--- src/rtl/fifo_test_sequencer.sv ---
// rtl/fifo_test_sequencer.sv - tick-paced write/read/compare traffic generator for a board FIFO
module fifo_test_sequencer #(
    parameter int DATA_W     = 16,
    parameter int DEPTH      = 16,
    parameter int WR_PERIOD  = 50_000_000,
    parameter int RD_PERIOD  = 100_000_000,
    parameter int CNT_W      = 27,
    parameter int STREAM_LEN = 64
) (
    input  logic              CLOCK_50,
    input  logic              reset,
    input  logic              start,
    input  logic              mode,
    input  logic              fifo_full,
    input  logic              fifo_empty,
    input  logic [DATA_W-1:0] fifo_rd_data,
    output logic              fifo_wr_en,
    output logic [DATA_W-1:0] fifo_wr_data,
    output logic              fifo_rd_en,
    output logic              busy,
    output logic              done,
    output logic [7:0]        err_cnt,
    output logic [1:0]        state
);

    localparam int N_MAX = (DEPTH > STREAM_LEN) ? DEPTH : STREAM_LEN;
    localparam int N_W   = $clog2(N_MAX) + 2;

    localparam logic [CNT_W-1:0] WR_LAST = CNT_W'(WR_PERIOD - 1);
    localparam logic [CNT_W-1:0] RD_LAST = CNT_W'(RD_PERIOD - 1);
    localparam logic [N_W-1:0]   DEPTH_N = N_W'(DEPTH);
    localparam logic [N_W-1:0]   LEN_N   = N_W'(STREAM_LEN);

    typedef enum logic [1:0] {
        S_IDLE   = 2'b00,
        S_FILL   = 2'b01,
        S_DRAIN  = 2'b10,
        S_STREAM = 2'b11
    } state_t;

    state_t cur_state, nxt_state;

    logic [CNT_W-1:0]  wr_cnt, rd_cnt;
    logic [DATA_W-1:0] wr_seq, rd_seq;
    logic [N_W-1:0]    n_wr, n_rd;
    logic              cmp_pend;
    logic              wr_tick, rd_tick;
    logic [N_W-1:0]    rd_target;
    logic              rd_room;

    assign busy         = (cur_state != S_IDLE);
    assign state        = cur_state;
    assign fifo_wr_data = wr_seq;

    assign wr_tick = busy && (wr_cnt == WR_LAST);
    assign rd_tick = busy && (rd_cnt == RD_LAST);

    // Reads in flight (n_rd plus one awaiting compare) must not exceed the target.
    assign rd_target = (cur_state == S_DRAIN) ? n_wr : LEN_N;
    assign rd_room   = ((n_rd + N_W'(cmp_pend)) < rd_target);

    always_ff @(posedge CLOCK_50) begin
        if (reset) cur_state <= S_IDLE;
        else       cur_state <= nxt_state;
    end

    always_comb begin
        nxt_state = cur_state;
        case (cur_state)
            S_IDLE:   if (start) nxt_state = mode ? S_STREAM : S_FILL;
            S_FILL:   if ((n_wr == DEPTH_N) || (fifo_full && (n_wr != '0))) nxt_state = S_DRAIN;
            S_DRAIN:  if (n_rd == n_wr) nxt_state = S_IDLE;
            S_STREAM: if (n_rd == LEN_N) nxt_state = S_IDLE;
            default:  nxt_state = S_IDLE;
        endcase
    end

    always_comb begin
        fifo_wr_en = 1'b0;
        fifo_rd_en = 1'b0;
        case (cur_state)
            S_FILL:   fifo_wr_en = wr_tick && !fifo_full && (n_wr < DEPTH_N);
            S_DRAIN:  fifo_rd_en = rd_tick && !fifo_empty && rd_room;
            S_STREAM: begin
                fifo_wr_en = wr_tick && !fifo_full && (n_wr < LEN_N);
                fifo_rd_en = rd_tick && !fifo_empty && rd_room;
            end
            default: ;
        endcase
    end

    always_ff @(posedge CLOCK_50) begin
        if (reset) begin
            wr_cnt   <= '0;
            rd_cnt   <= '0;
            wr_seq   <= '0;
            rd_seq   <= '0;
            n_wr     <= '0;
            n_rd     <= '0;
            cmp_pend <= 1'b0;
            err_cnt  <= 8'd0;
            done     <= 1'b0;
        end else if (cur_state == S_IDLE) begin
            wr_cnt   <= '0;
            rd_cnt   <= '0;
            cmp_pend <= 1'b0;
            if (start) begin
                wr_seq  <= '0;
                rd_seq  <= '0;
                n_wr    <= '0;
                n_rd    <= '0;
                err_cnt <= 8'd0;
                done    <= 1'b0;
            end
        end else begin
            wr_cnt   <= wr_tick ? '0 : wr_cnt + 1'b1;
            rd_cnt   <= rd_tick ? '0 : rd_cnt + 1'b1;
            cmp_pend <= fifo_rd_en;
            if (fifo_wr_en) begin
                wr_seq <= wr_seq + 1'b1;
                n_wr   <= n_wr + 1'b1;
            end
            // Read data returned for the previous cycle's strobe.
            if (cmp_pend) begin
                if ((fifo_rd_data != rd_seq) && (err_cnt != 8'hFF))
                    err_cnt <= err_cnt + 8'd1;
                rd_seq <= rd_seq + 1'b1;
                n_rd   <= n_rd + 1'b1;
            end
            if (nxt_state == S_IDLE) done <= 1'b1;
        end
    end

endmodule

--- config.mk ---
export PLATFORM = sky130hd
export DESIGN_NAME = fifo_test_sequencer
export DESIGN_NICKNAME = d
export VERILOG_FILES = /design/src/rtl/fifo_test_sequencer.sv
export SDC_FILE = /design/constraint.sdc
export NUM_CORES = 1
export LEC_CHECK = 0
export ABC_AREA = 1
export BUFFER_PORTS_ARGS = -buffer_cell sky130_fd_sc_hd__buf_2
export CORE_MARGIN = 2
export CORE_UTILIZATION = 46
export CTS_CLUSTER_DIAMETER = 60
export DETAILED_ROUTE_END_ITERATION = 10
export GPL_ROUTABILITY_DRIVEN = 0
export GPL_TIMING_DRIVEN = 0
export PLACE_DENSITY = 0.66
export SLEW_MARGIN = 0
export SYNTH_ARGS = -nofsm -noshare
export SYNTH_HDL_FRONTEND = slang
export SYNTH_SLANG_ARGS = --single-unit
--- constraint.sdc ---
create_clock -name CLOCK_50 -period 2.1 [get_ports CLOCK_50]
set_input_delay 0.105 -clock CLOCK_50 [delete_from_list [all_inputs] [get_ports CLOCK_50]]
set_output_delay 0.105 -clock CLOCK_50 [all_outputs]
set_load 0.02 [all_outputs]
==> impl_metrics.py <==
metrics = {
    "grt": {
        "grt_pass1_wl_microns": 29000,
        "grt_start_max_net_pins": 17,
        "grt_overflow": 0,
        "antenna_found_initial": 0,
        "track_usage_pct": 22.1,
        "grt_pass1_vias": 6120,
    },
    "route": {
        "drc": 0,
        "routed_wl_microns": 17500,
        "via_per_inst": 5.05,
        "first_pass_iters": 5,
        "first_iter_violations": 366,
        "routedWlPerCell_microns": 13.0,
        "num_vias": 6826,
        "drtAntennaViolNets": 0,
    },
    "sta": {
        "maxSlewHeadroom_pct": 59.1,
        "tightest_slew_ns": 0.613,
        "finalHoldViolCount": 0,
        "grt_setup_unrepaired": "true",
        "min_period_ns": 2.55,
        "drv_slew": 0,
        "period_share_pct": 121,
        "holdWs_ns": 0.0525,
        "fin_ws_ns": -0.446,
        "fin_skew_ns": 0.00688,
        "setup-tns-final_ns": -0.702,
        "fmax_mhz": 393,
        "setup_viol": 2,
    },
    "clock_tree": {
        "clkSinkCount": 114,
        "clk_pin_slew_ns": 0.05,
        "numCtsBuffers": 17,
        "root_buffer": "clkbuf_16",
        "h-tree-depth": 4,
        "clockBufferDepth": 2,
        "insertion_delay_ns": 0.41,
        "cts_tree": "built",
        "hold_buffers": 0,
    },
    "die": {
        "die-area_sq_um": 15900,
        "rows": 44,
        "die_w_microns": 126,
        "die_y_microns": 126,
        "ioPinCount": 52,
        "core_area_sq_um": 14600,
        "initial_core_util_pct": 47.1,
    },
    "yosys": {
        "synth_edf_count": 0,
        "syn-num-nets": 1107,
        "synth_ff_type": "dfxtp_1",
        "yosysTopAreaCellShare_pct": 33.2,
        "synthArstFlopShare_pct": 0,
        "yosys_warnings": 0,
        "synth_commonest_cells": "nand2_1, nor2_1, inv_1, dfxtp_1, a21oi_1",
        "avgSynthCellArea_sq_um": 6.44,
        "synth_top_area_cell": "dfxtp_1",
        "syn-cell-area_sq_um": 6870,
        "synthTopCellsByArea": "dfxtp_1, nand2_1, nor2_1",
        "yosysMostFrequentCell": "nand2_1",
        "synthCells": 1067,
        "synth-seq-cells": 114,
        "yosysSeqAreaShare_pct": 33.2,
        "synth_cell_types": 37,
    },
    "final_layout": {
        "multi_input_area_sq_um": 4040,
        "drive_above_1_share_pct": 15.2,
        "final_util_pct": 56.8,
        "ff_latch_area_sq_um": 2300,
        "syn2layout_area_growth_pct": 20.5,
        "final_net_count": 1196,
        "n_fill_cell": 1416,
        "antenna_cells": 0,
    },
    "placement": {
        "io_buffers": 50,
        "dp_hpwl_microns": 12600,
        "place_ws_ns": -0.348,
    },
    "job": {
        "drv_cap": 0,
    },
    "setup_path": {
        "critPathCaptureType": "output port",
        "worstPathMaxFanout": 4,
        "required_ns": 2.00,
        "arrival_ns": 2.44,
        "timing_worst_setup_path_type": "register to output port",
        "start_kind": "register",
    },
    "pwr": {
        "p_leak_nw": 3.19,
        "peakVddDrop_v": 0.000558,
        "power.density_nw_per_um2": 703,
    },
    "status": {
        "violations": "negative setup slack",
        "outcome": "complete, but fails checks",
    },
    "worst_hold_path": {
        "hp-class": "input pin to register",
    },
}
## final timing paths
kind	from	endpoint	slack, ns	cells past startpoint
worst max-delay path	n_rd[6]$_SDFFE_PP0P_	fifo_rd_en	-0.45	11
worst min-delay path	mode	state[1]$_SDFF_PP0_	0.05	5
worst max register to register	n_rd[6]$_SDFFE_PP0P_	cmp_pend$_SDFF_PP0_	-0.26	13
worst min register to register	wr_cnt[0]$_SDFF_PP0_	wr_cnt[0]$_SDFF_PP0_	0.45	1
## report_power, final
group | switching, mW | internal, mW
logic | 0.222 | 0.0889
registers | 0.0156 | 2.17
clock network | 1.02 | 2.31
total | 1.25 | 4.57
## worst max-delay path: stages, from the launching register on
cell      delay [ns]
dfxtp_1         0.39
inv_1           0.15
nor2_4          0.15
inv_2           0.05
nor2_2          0.08
xor2_1          0.19
ha_1            0.27
a2111o_1        0.42
nor2_2          0.10
nand2_2         0.08
inv_2           0.05
buf_6           0.10
## cells by family after synthesis
kind of cell / Yosys count / share of synthesized area [%]
and+or+nand+nor: 637 / 41.5
buffers and inverters: 150 / 8.99
DFF: 114 / 33.2
AOI/OAI and AO/OA: 113 / 8.59
xor gates and xnor gates: 35 / 4.46
adders and majority gates: 18 / 3.28
## layout by cell type, fill, tap and decap left out, types with 9 or more instances in the layout
cell       netlist  layout
o21ai_0         17      17
nor3_1          37      37
buf_2            8      57
a21oi_1         85      85
xor2_1          22      22
inv_2            5       9
buf_6            6       9
nand3_1         80      79
nor3b_1         11      11
clkbuf_1        11      10
nand2_1        287     284
nand4_1         32      32
inv_1          119     115
clkbuf_16        0      17
xnor2_1         13      13
nor2_1         148     141
dfxtp_1        114     104
buf_4            0      20
ha_1            18      16
## sequential cells by signal, indices dropped and copies added (netlist names)
| signal | flops |
|---|---|
| cmp_pend | 1 |
| n_wr | 8 |
| n_rd | 8 |
| state | 2 |
| wr_cnt | 27 |
| rd_seq | 16 |
| fifo_wr_data | 16 |
| err_cnt | 8 |
| rd_cnt | 27 |
| done | 1 |
## timing repair
item | CTS | global route
buffers inserted | 18 | 4
resized for setup | 14 | 24
pin swaps | 6 | 10
endpoints found under the setup margin | 23 | 73
## layer usage
layer	part of all wire [%]	GRT usage, %	up-vias
met1	49	30.1	3054
met4	1.1	5.75	0
met3	4.1	4.80	16
li1	-	-	3631
met5	0	0	-
met2	46	35.7	125
## per-stage QoR
stage	cells	area (sq um)	total power, mW
CTS	1348	8180	5.87
global placement	1301	7350	2.54
floorplan	1067	6870	2.43
finish	1352	8280	5.82
global route	1352	8280	6.00
detailed placement	1301	7350	2.55
## final cells by class
cell class | instances | area share [%]
Sequential cell | 114 | 27.8
Timing Repair Buffer | 72 | 5.18
Clock buffer | 21 | 5.68
Tap cell | 184 | 2.78
Inverter | 124 | 5.62
Buffer | 24 | 1.75
Clock inverter | 10 | 2.46
Multi-Input combinational cell | 803 | 48.7
Power figures use the tool's default switching activity.
